**src/rtl/wb_queue_if.sv**
```systemverilog
// Producer/drain/forwarding bundle for the write-back queue.
// slave = the queue itself, master = the producers, register file and decode side.
interface wb_queue_if #(
  parameter int unsigned DEPTH = 4,
  parameter int unsigned AW    = 5,
  parameter int unsigned DW    = 32
);
  localparam int unsigned CW = $clog2(DEPTH) + 1;

  logic          alu_valid;
  logic [AW-1:0] alu_rd;
  logic [DW-1:0] alu_data;
  logic          alu_ready;
  logic          mem_valid;
  logic [AW-1:0] mem_rd;
  logic [DW-1:0] mem_data;
  logic          mem_ready;
  logic          stall;
  logic          writereg;
  logic [AW-1:0] rd;
  logic [DW-1:0] writedata;
  logic [AW-1:0] rs1;
  logic [AW-1:0] rs2;
  logic          fwd1_hit;
  logic [DW-1:0] fwd1_data;
  logic          fwd2_hit;
  logic [DW-1:0] fwd2_data;
  logic [CW-1:0] count;

  modport slave (
    input  alu_valid, alu_rd, alu_data, mem_valid, mem_rd, mem_data, stall, rs1, rs2,
    output alu_ready, mem_ready, writereg, rd, writedata,
    output fwd1_hit, fwd1_data, fwd2_hit, fwd2_data, count
  );

  modport master (
    output alu_valid, alu_rd, alu_data, mem_valid, mem_rd, mem_data, stall, rs1, rs2,
    input  alu_ready, mem_ready, writereg, rd, writedata,
    input  fwd1_hit, fwd1_data, fwd2_hit, fwd2_data, count
  );
endinterface

```
**src/rtl/wb_queue.sv**
```systemverilog
// In-order write-back queue merging ALU and load results onto one register-file
// write port, with youngest-entry forwarding lookups for decode.
module wb_queue #(
  parameter int unsigned DEPTH = 4,
  parameter int unsigned AW    = 5,
  parameter int unsigned DW    = 32
) (
  input  logic       clock,
  input  logic       reset,
  wb_queue_if.slave  bus
);
  localparam int unsigned PW = $clog2(DEPTH);
  localparam int unsigned CW = PW + 1;

  logic [AW-1:0]    rd_q   [DEPTH];
  logic [DW-1:0]    data_q [DEPTH];
  logic [DEPTH-1:0] valid_q;
  logic [PW-1:0]    head_q, head_d;
  logic [PW-1:0]    tail_q, tail_d;
  logic [PW-1:0]    mem_idx;
  logic [CW-1:0]    count_q, count_d;
  logic [CW-1:0]    free;
  logic             alu_push;
  logic             mem_push;
  logic             pop;
  logic [DW:0]      fwd1;
  logic [DW:0]      fwd2;

  // Space is judged on registered count only: a drain this cycle frees nothing.
  assign free          = CW'(DEPTH) - count_q;
  assign bus.alu_ready = (free >= CW'(1));
  assign bus.mem_ready = bus.alu_valid ? (free >= CW'(2)) : (free >= CW'(1));

  // Writes to x0 finish the handshake but never occupy an entry.
  assign alu_push = bus.alu_valid && bus.alu_ready && (bus.alu_rd != '0);
  assign mem_push = bus.mem_valid && bus.mem_ready && (bus.mem_rd != '0);
  assign pop      = (count_q != '0) && !bus.stall;

  assign bus.writereg  = pop;
  assign bus.rd        = (count_q != '0) ? rd_q[head_q]   : '0;
  assign bus.writedata = (count_q != '0) ? data_q[head_q] : '0;
  assign bus.count     = count_q;

  always_comb begin
    head_d  = head_q + PW'(pop);
    mem_idx = tail_q + PW'(alu_push);
    tail_d  = tail_q + PW'(alu_push) + PW'(mem_push);
    count_d = count_q + CW'(alu_push) + CW'(mem_push) - CW'(pop);
  end

  // Walk from oldest to youngest so the last match wins; returns {hit, data}.
  function automatic logic [DW:0] lookup(input logic [AW-1:0] rs);
    logic [DW:0]   res;
    logic [PW-1:0] idx;
    res = '0;
    for (int unsigned i = 0; i < DEPTH; i++) begin
      idx = head_q + PW'(i);
      if ((rs != '0) && valid_q[idx] && (rd_q[idx] == rs)) begin
        res = {1'b1, data_q[idx]};
      end
    end
    return res;
  endfunction

  always_comb begin
    fwd1 = lookup(bus.rs1);
    fwd2 = lookup(bus.rs2);
  end

  assign bus.fwd1_hit  = fwd1[DW];
  assign bus.fwd1_data = fwd1[DW-1:0];
  assign bus.fwd2_hit  = fwd2[DW];
  assign bus.fwd2_data = fwd2[DW-1:0];

  // Control state; reset drops everything including offers in the same cycle.
  always_ff @(posedge clock) begin
    if (reset) begin
      head_q  <= '0;
      tail_q  <= '0;
      count_q <= '0;
      valid_q <= '0;
    end else begin
      head_q  <= head_d;
      tail_q  <= tail_d;
      count_q <= count_d;
      if (pop)      valid_q[head_q]  <= 1'b0;
      if (alu_push) valid_q[tail_q]  <= 1'b1;
      if (mem_push) valid_q[mem_idx] <= 1'b1;
    end
  end

  // Payload storage needs no reset; valid bits and count gate every read.
  always_ff @(posedge clock) begin
    if (alu_push) begin
      rd_q[tail_q]   <= bus.alu_rd;
      data_q[tail_q] <= bus.alu_data;
    end
    if (mem_push) begin
      rd_q[mem_idx]   <= bus.mem_rd;
      data_q[mem_idx] <= bus.mem_data;
    end
  end
endmodule

```
**src/flat_wrapper.sv**
```systemverilog
// flat-port wrapper written by rule: the top's interface ports become plain ports
module wb_queue_flat 
#(
  parameter int unsigned DEPTH = 4,
  parameter int unsigned AW    = 5,
  parameter int unsigned DW    = 32
)
  (clock, reset, bus_alu_valid, bus_alu_rd, bus_alu_data, bus_mem_valid, bus_mem_rd, bus_mem_data, bus_stall, bus_rs1, bus_rs2, bus_alu_ready, bus_mem_ready, bus_writereg, bus_rd, bus_writedata, bus_fwd1_hit, bus_fwd1_data, bus_fwd2_hit, bus_fwd2_data, bus_count);
  wb_queue_if #(.DEPTH(DEPTH), .AW(AW), .DW(DW)) bus_i ();
  input  logic clock;
  input  logic reset;
  input wire logic [$bits(bus_i.alu_valid)-1:0] bus_alu_valid;
  input wire logic [$bits(bus_i.alu_rd)-1:0] bus_alu_rd;
  input wire logic [$bits(bus_i.alu_data)-1:0] bus_alu_data;
  input wire logic [$bits(bus_i.mem_valid)-1:0] bus_mem_valid;
  input wire logic [$bits(bus_i.mem_rd)-1:0] bus_mem_rd;
  input wire logic [$bits(bus_i.mem_data)-1:0] bus_mem_data;
  input wire logic [$bits(bus_i.stall)-1:0] bus_stall;
  input wire logic [$bits(bus_i.rs1)-1:0] bus_rs1;
  input wire logic [$bits(bus_i.rs2)-1:0] bus_rs2;
  output wire logic [$bits(bus_i.alu_ready)-1:0] bus_alu_ready;
  output wire logic [$bits(bus_i.mem_ready)-1:0] bus_mem_ready;
  output wire logic [$bits(bus_i.writereg)-1:0] bus_writereg;
  output wire logic [$bits(bus_i.rd)-1:0] bus_rd;
  output wire logic [$bits(bus_i.writedata)-1:0] bus_writedata;
  output wire logic [$bits(bus_i.fwd1_hit)-1:0] bus_fwd1_hit;
  output wire logic [$bits(bus_i.fwd1_data)-1:0] bus_fwd1_data;
  output wire logic [$bits(bus_i.fwd2_hit)-1:0] bus_fwd2_hit;
  output wire logic [$bits(bus_i.fwd2_data)-1:0] bus_fwd2_data;
  output wire logic [$bits(bus_i.count)-1:0] bus_count;
  assign bus_i.alu_valid = bus_alu_valid;
  assign bus_i.alu_rd = bus_alu_rd;
  assign bus_i.alu_data = bus_alu_data;
  assign bus_i.mem_valid = bus_mem_valid;
  assign bus_i.mem_rd = bus_mem_rd;
  assign bus_i.mem_data = bus_mem_data;
  assign bus_i.stall = bus_stall;
  assign bus_i.rs1 = bus_rs1;
  assign bus_i.rs2 = bus_rs2;
  assign bus_alu_ready = bus_i.alu_ready;
  assign bus_mem_ready = bus_i.mem_ready;
  assign bus_writereg = bus_i.writereg;
  assign bus_rd = bus_i.rd;
  assign bus_writedata = bus_i.writedata;
  assign bus_fwd1_hit = bus_i.fwd1_hit;
  assign bus_fwd1_data = bus_i.fwd1_data;
  assign bus_fwd2_hit = bus_i.fwd2_hit;
  assign bus_fwd2_data = bus_i.fwd2_data;
  assign bus_count = bus_i.count;
  wb_queue #(.DEPTH(DEPTH), .AW(AW), .DW(DW)) u_core (.clock(clock), .reset(reset), .bus(bus_i));
endmodule
```
**config.mk**
```make
export PLATFORM = sky130hd
export DESIGN_NAME = wb_queue_flat
export DESIGN_NICKNAME = d
export VERILOG_FILES = /design/src/rtl/wb_queue_if.sv /design/src/rtl/wb_queue.sv /design/src/flat_wrapper.sv
export SDC_FILE = /design/constraint.sdc
export NUM_CORES = 1
export LEC_CHECK = 0
export CAP_MARGIN = 25
export CORE_UTILIZATION = 56
export CTS_CLUSTER_SIZE = 30
export DETAILED_ROUTE_END_ITERATION = 12
export PLACE_DENSITY_LB_ADDON = 0.2
export SLEW_MARGIN = 20
export SYNTH_ARGS = -nofsm -noshare
export SYNTH_HDL_FRONTEND = slang
export SYNTH_SLANG_ARGS = --single-unit
```
**constraint.sdc**
```tcl
create_clock -name clock -period 6 [get_ports clock]
set_input_delay 0.6 -clock clock [delete_from_list [all_inputs] [get_ports clock]]
set_output_delay 0.6 -clock clock [all_outputs]
set_load 0.01 [all_outputs]
```
==> results.toml, run 1 <==
[run_status]
status = "complete, no violations"

[synth]
ys_seq_elements = 159
synth_edf_count = 148
netlist_top_cells_area = "edfxtp_1, mux4_2, mux2_2"
async_flop_share_pct = 0
yosys-top-cells-count = "mux2_2, edfxtp_1, mux4_2, mux2i_1, nand2_1"
ys_dominant_reg_cell = "edfxtp_1"
yosysUniqueCellTypes = 53
yosysSeqAreaShare_pct = 34.5
syn_inst = 1092
yosys_warnings = 0
yosys.cell_count.top_type = "mux2_2"
synth.avg_cell_area_um2 = 12.4
netlist_area_mm2 = 0.0135
yosys.area.top_type_share_pct = 32.9
synth_fp_nets = 1195
yosys.area.top_type = "edfxtp_1"

[routing]
ant_nets = 0
wirelength_um = 39300
wl_per_cell_um = 25.0
vias = 10600
via_per_inst = 6.73
first_pass_iters = 6
drt-initial-drc-count = 1038
drc = 0

[pwr]
swShare_pct = 39.6
p_comb_share_pct = 59.1
ir_drop_mv = 0.302
power_density_mw_per_mm2 = 487
finalPower_uw = 7920
clock_power_share_pct = 14.2
seqPwrFrac_pct = 26.7
intPower_uw = 4790
power_switching_uw = 3140
power_leakage_uw = 0.00531

[worst_setup_path]
r2r_slack_ns = 2.48
path_class = "reg -> out"
critPathCaptureType = "primary output"
reg2reg_to = "u_core.data_q[3][17]"
arrival_ns = 5.03
reg2reg_from = "u_core.bus.count[1]"
required_ns = 5.40
crit_fanout = 43
cp-start-kind = "flop"
reg2reg_depth = 12

[sta]
skew_ns = 0.00720
tightest_slew_ns = 1.02
rsz0062_at_grt = "false"
finalHoldViolCount = 0
relSlewSlack_pct = 31.6
fin_ws_ns = 0.373
finalCritPeriodShare_pct = 93.8
fin_crit_ns = 5.63
fmax_ghz = 0.178
drv_slew = 0
fin_setup_tns_ns = 0
finalSetupViolations = 0

[clocking]
numClockSinks = 159
htree_levels = 4
cts_setup_buffers = 0
cts_buffer_depth = 2
cts_tree = "built"
cts_root_buf = "clkbuf_16"
clock_latency_ns = 0.43
cts_buffers = 17
cts_resized = 0
ctsHoldBuffers = 0
clkSlewWorstSetupHoldPaths_ns = 0.06

[floorplanning]
pin_count = 198
initial_utilization_pct = 57.4
die_w_um = 157
fp.coreArea_mm2 = 0.0235
fp.dieH_um = 157
fp.dieArea_mm2 = 0.0248
rows = 56

[global_routing]
antenna_found_initial = 4
grt_pass1_vias = 10700
grt_overflow = 0
grt_usage_pct = 33.0
grt_pass1_wl_um = 60700
grt_max_degree = 62

[place]
gp_congestion = 0.928
dp_hpwl_um = 26300
pre_cts_slack_ns = 0.878
io_buffers = 197

[run]
drv_cap = 0

[finish]
drive_gt1_share_pct = 31.0
final_util_pct = 69.2
syn2layout_area_growth_pct = 20.4
final_nets = 1339

[hold_path]
hold_path_depth = 2
hold_start = "u_core.bus.count[2]"
worstHoldPathType = "reg -> reg"
min_to = "u_core.bus.count[2]"
registers in the layout, indices dropped and copies added, names as in the netlist:
name              flops
u_core.data_q       128
u_core.bus.count      3
u_core.valid_q        4
u_core.head_q         2
u_core.rd_q          20
u_core.tail_q         2
per-layer routing:
| layer | track usage (%) | vias to the layer above | part of all wire, % |
|---|---|---|---|
| met5 | 0 | - | 0 |
| met4 | 13.5 | 0 | 3.0 |
| met3 | 6.97 | 96 | 9.6 |
| met2 | 54.0 | 616 | 49 |
| met1 | 42.7 | 5279 | 38 |
| li1 | - | 4584 | - |
cell families after synthesis:
group / after synthesis / synth area share [%]
DFF: 159 / 34.5
buffers and inverters: 125 / 4.70
and+or+nand+nor: 252 / 8.86
xor gates and xnor gates: 48 / 3.11
muxes: 368 / 40.1
AOI/OAI and AO/OA: 126 / 7.30
adders and majority gates: 14 / 1.41
area by class of cell:
class / instances / area (um^2)
antenna: 5 / 12.5
clock buffer: 18 / 429
clock inverter: 12 / 170
fill: 1712 / 7260
inverter: 23 / 86.3
multi-input combinational: 808 / 8270
sequential: 159 / 4670
tap: 319 / 399
timing repair buffer: 227 / 2250
per-stage QoR:
| stage | area (um^2) | hold WS, ns | cells |
|---|---|---|---|
| finish | 16300 | 0.579 | 1571 |
| global route | 16300 | 0.601 | 1568 |
| CTS | 16300 | 0.581 | 1566 |
| detailed placement | 15700 | 0.565 | 1536 |
| global placement | 15600 | 0.536 | 1534 |
| floorplan | 13500 | 0.514 | 1092 |
placed cells by master (no fill, tap or decap), types with 4 or more instances in the layout:
cell	count
ha_1	10
xor2_1	10
clkinv_2	5
xnor2_1	38
dfxtp_1	9
nand2_1	75
clkdlybuf4s50_1	197
nor2_1	58
diode_2	5
o21ai_1	4
o211ai_2	11
bufinv_16	4
mux2i_1	84
nor3_1	22
o211ai_1	25
nand4_1	5
a21oi_1	13
or3_1	12
inv_1	23
a221oi_2	7
mux4_2	123
nor2b_1	28
a221oi_1	7
buf_4	27
mux2_2	160
clkbuf_16	17
o21ai_0	27
edfxtp_1	148
nand3_1	34
o22ai_1	13
power by group through the flow:
stage | combinational (uW) | sequential, uW | clock (uW)
global route | 5020 | 2160 | 1170
global placement | 4570 | 2070 | 0
finish | 4680 | 2110 | 1130
CTS | 4670 | 2100 | 1130
detailed placement | 4650 | 2110 | 0
floorplan | 3290 | 1980 | 0
worst max path at each step:
stage	depth (start not counted)	slack, ns	to	from
final	11	0.37	bus_fwd2_data[13]	u_core.head_q[1]
after global routing	11	0.13	bus_fwd2_data[13]	u_core.head_q[1]
after CTS	11	0.39	bus_fwd2_data[13]	u_core.head_q[1]
after detailed placement	11	0.88	bus_fwd2_data[14]	u_core.head_q[1]
after global placement	9	0.87	bus_fwd2_data[13]	u_core.head_q[1]
after floorplan	17	1.38	bus_fwd2_data[11]	u_core.head_q[0]
critical path, cell delays in order (launching register included):
cell and delay, ns:
dfxtp_4 0.71, inv_1 0.18, ha_4 0.61, buf_4 0.51, mux4_2 0.59, nand3_1 0.17
or2_1 0.13, buf_4 0.31, o211ai_1 0.20, buf_4 0.25, o211ai_1 0.32, clkdlybuf4s50_1 0.60
No activity file was read; power rests on OpenSTA's default activity.
==> run 2, diff against run 1 <==
Settings changed: CAP_MARGIN 25 to 20.
==> run 2 against run 1 <==
Net effect: sequential share of layout area is 0.055 points higher; final cell count stayed put; flip-flop and latch count stayed put; via count is 0.20% lower; critical endpoint is now bus_fwd2_data[14]; largest cell class unchanged; highest routed layer unchanged.
==> results.toml, run 2 (synthesis gave the netlist of run 1 again) <==
[routing]
wirelength_um = 39400
wl_per_cell_um = 25.1
ant_nets = 0
first_pass_iters = 6
drt-initial-drc-count = 920
via_per_inst = 6.72
drc = 0
vias = 10600

[clocking]
clock_latency_ns = 0.42
numClockSinks = 159
cts_resized = 0
cts_buffers = 17
clkSlewWorstSetupHoldPaths_ns = 0.06
htree_levels = 4
cts_root_buf = "clkbuf_16"
ctsHoldBuffers = 0
cts_setup_buffers = 0
cts_tree = "built"
cts_buffer_depth = 2

[pwr]
power_switching_uw = 3150
intPower_uw = 4780
finalPower_uw = 7930
ir_drop_mv = 0.307
swShare_pct = 39.7
power_density_mw_per_mm2 = 488
seqPwrFrac_pct = 26.6
p_comb_share_pct = 58.8
power_leakage_uw = 0.00528
clock_power_share_pct = 14.6

[worst_setup_path]
reg2reg_from = "u_core.bus.count[1]"
critPathCaptureType = "primary output"
cp-start-kind = "flop"
crit_fanout = 43
arrival_ns = 5.04
required_ns = 5.40
crit_start = "u_core.head_q[1]"
path_class = "reg -> out"

[place]
dp_hpwl_um = 25900
place_area_mm2 = 0.0156
gp_congestion = 0.928
placedCellCount = 1534
io_buffers = 197

[finish]
final_cells = 1571
largest_reg_flops = 128
fin_area_mm2 = 0.0163
final_nets = 1337
regMostFlops = "u_core.data_q"
mostFrequentLayoutCells = "clkdlybuf4s50_1, mux2_2, edfxtp_1"
reg.largest.list = "u_core.data_q (128), u_core.rd_q (20), u_core.valid_q (4)"
layout_commonest_cell = "clkdlybuf4s50_1"
fill_cells = 1716
drive_gt1_share_pct = 30.8
syn2layout_area_growth_pct = 20.2

[sta]
fin_setup_tns_ns = 0
rsz0062_at_grt = "false"
finalHoldViolCount = 0
tightest_slew_ns = 1.11
finalSetupViolations = 0
hold_ws_ns = 0.574
fmax_ghz = 0.177
drv_slew = 0
fin_crit_ns = 5.64
skew_ns = 0.00766
finalCritPeriodShare_pct = 94.1
relSlewSlack_pct = 26.0

[floorplanning]
die_w_um = 157
rows = 56
initial_utilization_pct = 57.4
fp.dieArea_mm2 = 0.0248
pin_count = 198
fp.dieH_um = 157
fp.coreArea_mm2 = 0.0235

[hold_path]
hold_start = "u_core.bus.count[2]"
worstHoldPathType = "reg -> reg"

[run_status]
status = "complete, no violations"

[global_routing]
grt_pass1_wl_um = 60800
grt_pass1_vias = 10600
antenna_found_initial = 4
grt_max_degree = 73
grt_overflow = 0
grt_usage_pct = 33.1

[run]
drv_cap = 0
run 2: changes by cell type in the layout (fill, tap and decap cells not counted), moves of 2 or more:
cell        delta
buf_16         -2
inv_6          +3
clkinv_2       -4
clkinvlp_4     +2
run 2: power groups by stage:
stage               sequential, uW  clock (uW)  combinational, uW
finish                        2110        1160               4660
global placement              2070           0               4570
detailed placement            2120           0               4620
global route                  2160        1200               4990
floorplan                     1980           0               3290
CTS                           2100        1160               4660
run 2: layout make-up:
class | instances | area (um^2) | share of cell area (%)
inverter | 23 | 86.3 | 0.531
sequential | 159 | 4670 | 28.7
clock buffer | 19 | 433 | 2.66
timing repair buffer | 225 | 2200 | 13.5
multi-input combinational | 808 | 8270 | 50.9
tap | 319 | 399 | 2.46
clock inverter | 13 | 186 | 1.15
antenna | 5 | 12.5 | 0.0770
run 2: metrics by stage:
step / worst slack, ns / utilization [%]
2_1_floorplan: 1.38 / -
3_3_place_gp: 0.874 / 66.3
3_5_place_dp: 0.859 / 66.3
4_1_cts: 0.349 / 69.0
5_1_grt: 0.109 / 69.0
6_report: 0.357 / 69.0
run 2: worst max-delay path: stages, from the launching register on:
cell and delay, ns:
dfxtp_4 0.71, inv_1 0.20, ha_4 0.61, buf_4 0.52, mux4_2 0.59, nand3_1 0.17
or2_1 0.13, buf_4 0.31, o211ai_1 0.17, buf_4 0.29, o211ai_1 0.27, clkdlybuf4s50_1 0.59
run 2: per-layer routing:
metal,part of all wire (%),track usage [%]
met5,0,0
met4,2.5,12.9
met3,9.0,6.86
met2,49,54.7
met1,39,42.6
run 2: final timing paths:
| check | end | slack [ns] | cells past startpoint |
|---|---|---|---|
| worst max-delay path | bus_fwd2_data[14] | 0.36 | 11 |
| worst min-delay path | u_core.bus.count[2] | 0.57 | 2 |
| worst max register to register | u_core.data_q[3][1] | 2.24 | 11 |
| worst min register to register | u_core.bus.count[2] | 0.57 | 2 |
==> run 3, diff against run 2 <==
Settings changed: CORE_UTILIZATION 56 to 65, CTS_BUF_LIST set to sky130_fd_sc_hd__clkbuf_2, DONT_BUFFER_PORTS set to 1.
==> run 3 against run 2 <==
Net effect: clock skew rose by 0.019 ns; global-route usage up 2.1 points; core utilization increased by 5.8 points; non-clock buffer count is 59 lower; critical endpoint is now bus_fwd1_data[3]; routed wire length is 0.75% lower; largest power group unchanged; worst hold slack got worse by 0.55 ns; total power is 10% lower.
==> results.toml, run 3 (synthesis gave the netlist of run 1 again) <==
[run_status]
status = "complete, no violations"

[floorplanning]
fp.dieArea_mm2 = 0.0214
fp.dieH_um = 146
fp.coreArea_mm2 = 0.0203
pin_count = 198
rows = 52
die_w_um = 146
initial_utilization_pct = 66.6

[finish]
fin_area_mm2 = 0.0152
fill_cells = 1368
drive_gt1_share_pct = 35.2
final_cells = 1459
final_nets = 1278
syn2layout_area_growth_pct = 12.4
reg.largest.list = "u_core.data_q (128), u_core.rd_q (20), u_core.valid_q (4)"
regMostFlops = "u_core.data_q"
largest_reg_flops = 128
layout_commonest_cell = "mux2_2"
mostFrequentLayoutCells = "mux2_2, edfxtp_1, mux4_2"

[place]
place_area_mm2 = 0.0138
placedCellCount = 1322
gp_congestion = 0.967
pre_cts_slack_ns = 1.12
dp_hpwl_um = 23700
io_buffers = 0

[sta]
fin_ws_ns = 0.293
skew_ns = 0.0270
drv_slew = 0
fin_setup_tns_ns = 0
finalSetupViolations = 0
hold_ws_ns = 0.0202
fin_crit_ns = 5.71
fmax_ghz = 0.175
relSlewSlack_pct = 23.0
rsz0062_at_grt = "false"
finalCritPeriodShare_pct = 95.1
finalHoldViolCount = 0
tightest_slew_ns = 1.15

[global_routing]
grt_max_degree = 82
grt_usage_pct = 35.2
antenna_found_initial = 3
grt_overflow = 0
met2_usage_pct = 57.2
busiest_layer = "met2"
met1_usage_pct = 44.5
grt_util_met3_pct = 8.59
grt_pass1_wl_um = 57000
grt_pass1_vias = 10100

[pwr]
power_leakage_uw = 0.00506
ir_drop_mv = 0.296
power_density_mw_per_mm2 = 469

[clocking]
cts_buffer_depth = 2
cts_setup_buffers = 0
htree_levels = 4
cts_buffers = 17
cts_root_buf = "clkbuf_2"
cts_tree = "built"
clkSlewWorstSetupHoldPaths_ns = 0.24
clock_latency_ns = 0.77
numClockSinks = 159

[worst_setup_path]
arrival_ns = 5.11
crit_fanout = 35
critPathCaptureType = "primary output"
path_class = "reg -> out"
cp-start-kind = "flop"
required_ns = 5.40

[routing]
ant_nets = 0
wirelength_um = 39100
drc = 0
vias = 10700
via_per_inst = 7.30
wl_per_cell_um = 26.8
drt-initial-drc-count = 1127
first_pass_iters = 5

[hold_path]
worstHoldPathType = "in -> reg"

[run]
drv_cap = 0
## run 3: layout make-up
type                            count  area (um^2)  share of cell area [%]
Tap cell                          270          338                    2.22
Clock buffer                       18         90.1                   0.593
Clock inverter                     12          218                    1.43
Multi-Input combinational cell    808         8270                    54.5
Sequential cell                   159         4670                    30.7
Inverter                           23         86.3                   0.568
Timing Repair Buffer              166         1510                    9.94
Antenna cell                        3         7.51                  0.0494
## run 3: layer usage
layer	wire [um]	part of all wire, %	vias up
li1	-	-	4442
met1	14200	36	5351
met2	19400	50	735
met3	4080	10	128
met4	1410	3.6	0
met5	0	0	-
## run 3: stage by stage
step           utilization [%]  total power, uW
4_1_cts                   69.8             6910
5_1_grt                   74.9             7480
2_1_floorplan                -             5270
3_5_place_dp              68.1             6180
6_report                  74.9             7120
3_3_place_gp              68.1             6060
## run 3: critical path: stages, from the launching register on
cell and delay, ns:
dfxtp_4 0.68, inv_1 0.17, ha_4 0.67, mux4_2 0.63
xnor2_1 0.19, nand4_1 0.16, nor2_4 0.58, o211ai_2 0.61
o22ai_1 0.46, buf_4 0.18
## run 3: power by group
| part | switching [uW] | internal, uW | leakage, uW |
|---|---|---|---|
| clock | 400 | 352 | 0.000175 |
| combinational | 2260 | 1970 | 0.00342 |
| sequential | 370 | 1760 | 0.00146 |
| total | 3030 | 4090 | 0.00506 |
## run 3: path summary, 6_finish.rpt
check | startpoint | end | slack, ns | cells past startpoint
hold / removal | bus_alu_data[29] | u_core.data_q[3][29] | 0.02 | 1
hold reg to reg | u_core.bus.count[2] | u_core.bus.count[2] | 0.61 | 2
setup / recovery | u_core.head_q[0] | bus_fwd1_data[3] | 0.29 | 9
setup reg to reg | u_core.bus.count[1] | u_core.data_q[3][24] | 1.69 | 12
## run 3: what timing repair did
action                                 CTS  global route
hold buffers                             4           100
endpoints found under the hold margin   14           120
setup endpoints to repair                0             3
resized for setup                        0             1
==> edit 1: new RTL, config.mk and constraints of run 3 <==
`AW` is set to 5 in 3 places; all go to 4.
--- a/src/rtl/wb_queue_if.sv
+++ b/src/rtl/wb_queue_if.sv
@@ -3,5 +3,5 @@
 interface wb_queue_if #(
   parameter int unsigned DEPTH = 4,
-  parameter int unsigned AW    = 5,
+  parameter int unsigned AW    = 4,
   parameter int unsigned DW    = 32
 );
--- a/src/rtl/wb_queue.sv
+++ b/src/rtl/wb_queue.sv
@@ -3,5 +3,5 @@
 module wb_queue #(
   parameter int unsigned DEPTH = 4,
-  parameter int unsigned AW    = 5,
+  parameter int unsigned AW    = 4,
   parameter int unsigned DW    = 32
 ) (
--- a/src/flat_wrapper.sv
+++ b/src/flat_wrapper.sv
@@ -3,5 +3,5 @@
 #(
   parameter int unsigned DEPTH = 4,
-  parameter int unsigned AW    = 5,
+  parameter int unsigned AW    = 4,
   parameter int unsigned DW    = 32
 )
Ports: changed (5 resized); port bits go from 198 to 193. The function was not compared with the original's and may differ.
==> edit 1 against run 3 <==
Combinational power decreased by 0.9%. Worst setup slack improved by 460 ps. Total power decreased by 2.8%. Die area decreased by 0.79%. Wire length increased by 0.39%. Sequential cell count decreased by 4. Final area decreased by 3.0%. Critical path depth decreased by 1. Area after synthesis decreased by 0.80%. First-iteration DRC count increased by 1.1%. Sequential power decreased by 3%. Critical endpoint is now bus_fwd1_data[23]. Largest power group unchanged.
==> edit 1: results (changes against run 3) <==
STA
  • Worst-Margin Slew: 1080 ps (was 1150 ps)

Final layout
  • Clock buf/inv share: 0.0177 (was 0.0203)
  • Multi-input logic area: 8290 µm² (was 8270 µm²)
  • Non-clk bufs: 128 (was 166)
  • Comb_multi_in: 924 (was 808)
  • Ant diodes: 1 (was 3)
  • Layout non-clock buf frac: 0.0852 (was 0.0994)

Worst setup path
  • Worst R2R Path Depth: 11 (was 12)
  • Worst EP arrival: 4650 ps (was 5110 ps)
  • Worst-path fanout max: 30 (was 35)
  • Reg2Reg Launch Point: u_core.bus.count[0] (was u_core.bus.count[1])
  • Largest stage delay, worst path: 760 ps (was 680 ps)
  • Worst setup path end: bus_fwd1_data[23] (was bus_fwd1_data[3])

Power and ir drop
  • Peak VDD IR: 0.000568 V (was 0.000296 V)
  • Sw Ratio: 0.455 (was 0.426)
  • Psw: 3150 µW (was 3030 µW)

Global routing
  • Initial antenna violation count: 1 (was 3)
  • Largest net degree at the start of global routing: 156 (was 82)

Drt
  • DRT Pass-1 Iters: 7 (was 5)
  • Vias/cell: 7.14 (was 7.30)

Logic synthesis
  • Synth unique cells: 57 (was 53)
  • Sequential area share after synthesis: 0.339 (was 0.345)

Run status
  • Status: finished, final reports clean (unchanged)

Hold path
  • Startpoint of the worst hold path: bus_mem_rd[0] (was bus_alu_data[29])

Place
  • DPL Wire Length: 24.3 mm (was 23.7 mm)
## edit 1: cell types whose count changed in the layout (fill, tap and decap cells not counted), moves of 16 or more
cell and delta:
a21oi_1 +21, a311oi_1 +21, a31oi_1 +31, and2_1 +37, and3_1 +33, buf_4 -39, mux2_2 +17, mux2i_1 -16
mux4_2 -43, nand2_1 +34, nor3_1 -16, o31ai_1 +27
## edit 1: per-layer routing
metal,GRT usage,share of wire
met1,0.468,0.37
met2,0.578,0.48
met3,0.0831,0.10
met4,0.172,0.044
met5,0,0
## edit 1: kinds of logic after synthesis
family,after synthesis,share of synthesized area
and+or+nand+nor,336,0.125
muxes,328,0.337
AOI/OAI and AO/OA,208,0.110
DFF,155,0.339
buffers and inverters,128,0.0494
xor gates and xnor gates,38,0.0259
adders and majority gates,14,0.0142
## edit 1: what timing repair did
action	in CTS	in global routing
resized for setup	0	0
buffers inserted	0	0
hold buffers	47	56
hold endpoints to repair	55	50
==> edit 2: new RTL, settings of run 3 <==
Without the edit above. Reset style: asynchronous (`reset`), changed in one clocked block.
--- a/src/rtl/wb_queue.sv
+++ b/src/rtl/wb_queue.sv
@@ -74,5 +74,5 @@
 
   // Control state; reset drops everything including offers in the same cycle.
-  always_ff @(posedge clock) begin
+  always_ff @(posedge clock or posedge reset) begin
     if (reset) begin
       head_q  <= '0;
Function: differs if reset is asserted again (counterexample within 4 cycles, from zero or initial values and one cycle with reset high); with reset held inactive, the same outputs for 4 cycles.
==> edit 2 against run 3 <==
Final area shrank 4.5%. Total power grew 39%. Largest cell class unchanged. Wire length shrank 3.5%. Critical path type unchanged. Area after synthesis shrank 0.88%. Combinational power grew 60%. Worst setup slack gained 38 ps. Synthesized cell count shrank 7.0%. Maximum frequency grew 0.66%. Sequential cell count is the same.
==> edit 2: results (changes against run 3) <==
Worst setup path
  • Largest stage delay, worst path: 700 ps (was 680 ps)
  • CP max-delay cell: dfrtp_4 (was dfxtp_4)
  • Reg2Reg Launch Point: u_core.bus.count[1] (unchanged)
  • Worst R2R Path Depth: 12 (unchanged)
  • Worst-path fanout max: 22 (was 35)
  • Critical path required time: 5400 ps (about the same)
  • Critical path origin: u_core.head_q[0] (unchanged)
  • CP top delay family: buffers and inverters (was compound AO/OA/AOI/OAI gates)

CTS
  • Reg clk slew, reported paths: 240 ps (about the same)
  • CTS Buf Count: 17 (unchanged)
  • CTS Buffer Depth: 2 (unchanged)
  • Clock latency at the later pin of the worst-skew pair: 770 ps (about the same)
  • Root Driver: clkbuf_2 (unchanged)
  • H-tree depth: 4 (unchanged)

Drt
  • Routed WL: 37.8 mm (was 39.1 mm)
  • DRT Pass-1 Iters: 5 (unchanged)
  • Starting DRT DRC Count: 951 (was 1127)
  • Vias: 9834 (was 10656)
  • Vias/cell: 7.48 (was 7.30)

Global routing
  • Vias in the first global route: 10084 (was 10120)
  • First-pass GRT wire length: 57.6 mm (was 57.0 mm)
  • GRT Resource Usage Total: 0.359 (was 0.352)
  • Initial antenna violation count: 1 (was 3)
  • Largest net degree at the start of global routing: 129 (was 82)

Logic synthesis
  • Commonest cells post-synth: 156 x mux2_2, 148 x edfxtp_1, 144 x mux4_2, 54 x nand2_1, 53 x clkbuf_1 (was 160 x mux2_2, 148 x edfxtp_1, 123 x mux4_2, 84 x mux2i_1, 75 x nand2_1)
  • Yosys warns: 0 (unchanged)
  • Share of flip-flops with an asynchronous set or reset: 0.0692 (was 0)
  • Area contributors post-synth: edfxtp_1 33%, mux4_2 24%, mux2_2 13%, mux2i_1 3.5%, xnor2_1 2.4% (was edfxtp_1 33%, mux4_2 20%, mux2_2 13%, mux2i_1 6.2%, xnor2_1 2.5%)
  • EDFF count, synth: 148 (unchanged)
  • Post-Syn Nets: 1119 (was 1195)
  • Top_reg_cell synth: edfxtp_1 (unchanged)
  • Sequential area share after synthesis: 0.352 (was 0.345)
  • Post-Synthesis Cells: 1016 (was 1092)
  • Synth unique cells: 49 (was 53)

Final layout
  • Share of layout cells above drive strength 1: 0.397 (was 0.352)
  • Top flop regs: u_core.data_q (128), u_core.rd_q (20), u_core.valid_q (4) (unchanged)

STA
  • Worst-Margin Slew: 1080 ps (was 1150 ps)
  • Worst Skew: 26.6 ps (was 27.0 ps)

Power and ir drop
  • Peak VDD IR: 0.000453 V (was 0.000296 V)
  • P_leak: 0.00498 µW (was 0.00506 µW)
  • Sw Ratio: 0.466 (was 0.426)

Run status
  • Status: finished, final reports clean (unchanged)

Hold path
  • HP Class: in2reg (unchanged)
  • Hold path depth: 1 (unchanged)
  • Startpoint of the worst hold path: bus_alu_data[10] (was bus_alu_data[29])

Place
  • Dpl ws: 731 ps (was 1120 ps)
  • DP Cell Count: 1223 (was 1322)
  • Placer Congestion: 0.893 (was 0.967)
  • DPL Wire Length: 24.2 mm (was 23.7 mm)
  • # port buffers: 0 (unchanged)
## edit 2: kinds of logic after synthesis
| logic type | synth area share |
|---|---|
| fa+ha+maj | 0.0142 |
| flops | 0.352 |
| simple gates | 0.0727 |
| mux | 0.408 |
| buf+inv | 0.0440 |
| xor+xnor | 0.0294 |
| compound gates | 0.0795 |
## edit 2: path summary, 6_finish.rpt
path,endpoint,slack [ps]
min in group asynchronous,u_core.bus.count[2],250
min,u_core.data_q[3][10],20
max reg2reg,u_core.rd_q[0][2],1550
max,bus_fwd2_data[25],330
max in group asynchronous,u_core.head_q[1],5360
min reg2reg,u_core.valid_q[1],590
## edit 2: worst register-to-register path, delay by kind of cell (launching register included)
| kind | cells | cell delay, ps |
|---|---|---|
| AO/OA/AOI/OAI | 1 | 200 |
| AND/OR/NAND/NOR | 3 | 660 |
| multiplexers | 1 | 410 |
| adder cells (fa/ha/maj) | 3 | 710 |
| buffers and inverters | 3 | 1290 |
| XOR/XNOR | 1 | 440 |
| flip-flops | 1 | 550 |
## edit 2: routing by layer
layer / global-route usage / up-vias / wire, µm
li1: - / 4122 / -
met1: 0.460 / 4948 / 13600
met2: 0.590 / 685 / 18900
met3: 0.0962 / 79 / 4500
met4: 0.134 / 0 / 788
met5: 0 / - / 0
## edit 2: power by group through the flow
| stage | registers (µW) | logic, µW | clock network, µW |
|---|---|---|---|
| after floorplan | 2240 | 5310 | 0 |
| after global placement | 2400 | 6530 | 0 |
| after detailed placement | 2440 | 6630 | 0 |
| after CTS | 2410 | 6700 | 643 |
| after global routing | 2500 | 7210 | 679 |
| final | 2440 | 6780 | 645 |
## edit 2: cell type report
class | count | area (µm²)
Antenna cell | 1 | 2.50
Clock buffer | 19 | 95.1
Clock inverter | 13 | 165
Fill cell | 1380 | 5730
Inverter | 40 | 150
Multi-Input combinational cell | 722 | 8190
Sequential cell | 159 | 4730
Tap cell | 270 | 338
Timing Repair Buffer | 91 | 836
## edit 2: timing repair
item | 4_1_cts | 5_1_grt
setup endpoints to repair | 2 | 37
pin swaps | 1 | 2
resized for setup | 0 | 3
setup buffers | 0 | 2
hold buffers | 19 | 37
endpoints found under the hold margin | 28 | 37
cloned | 1 | 0
## edit 2: stage by stage
step / util / instance area [µm²]
floorplan: - / 13400
global placement: 0.675 / 13700
detailed placement: 0.675 / 13700
CTS: 0.697 / 14100
global route: 0.717 / 14500
finish: 0.717 / 14500
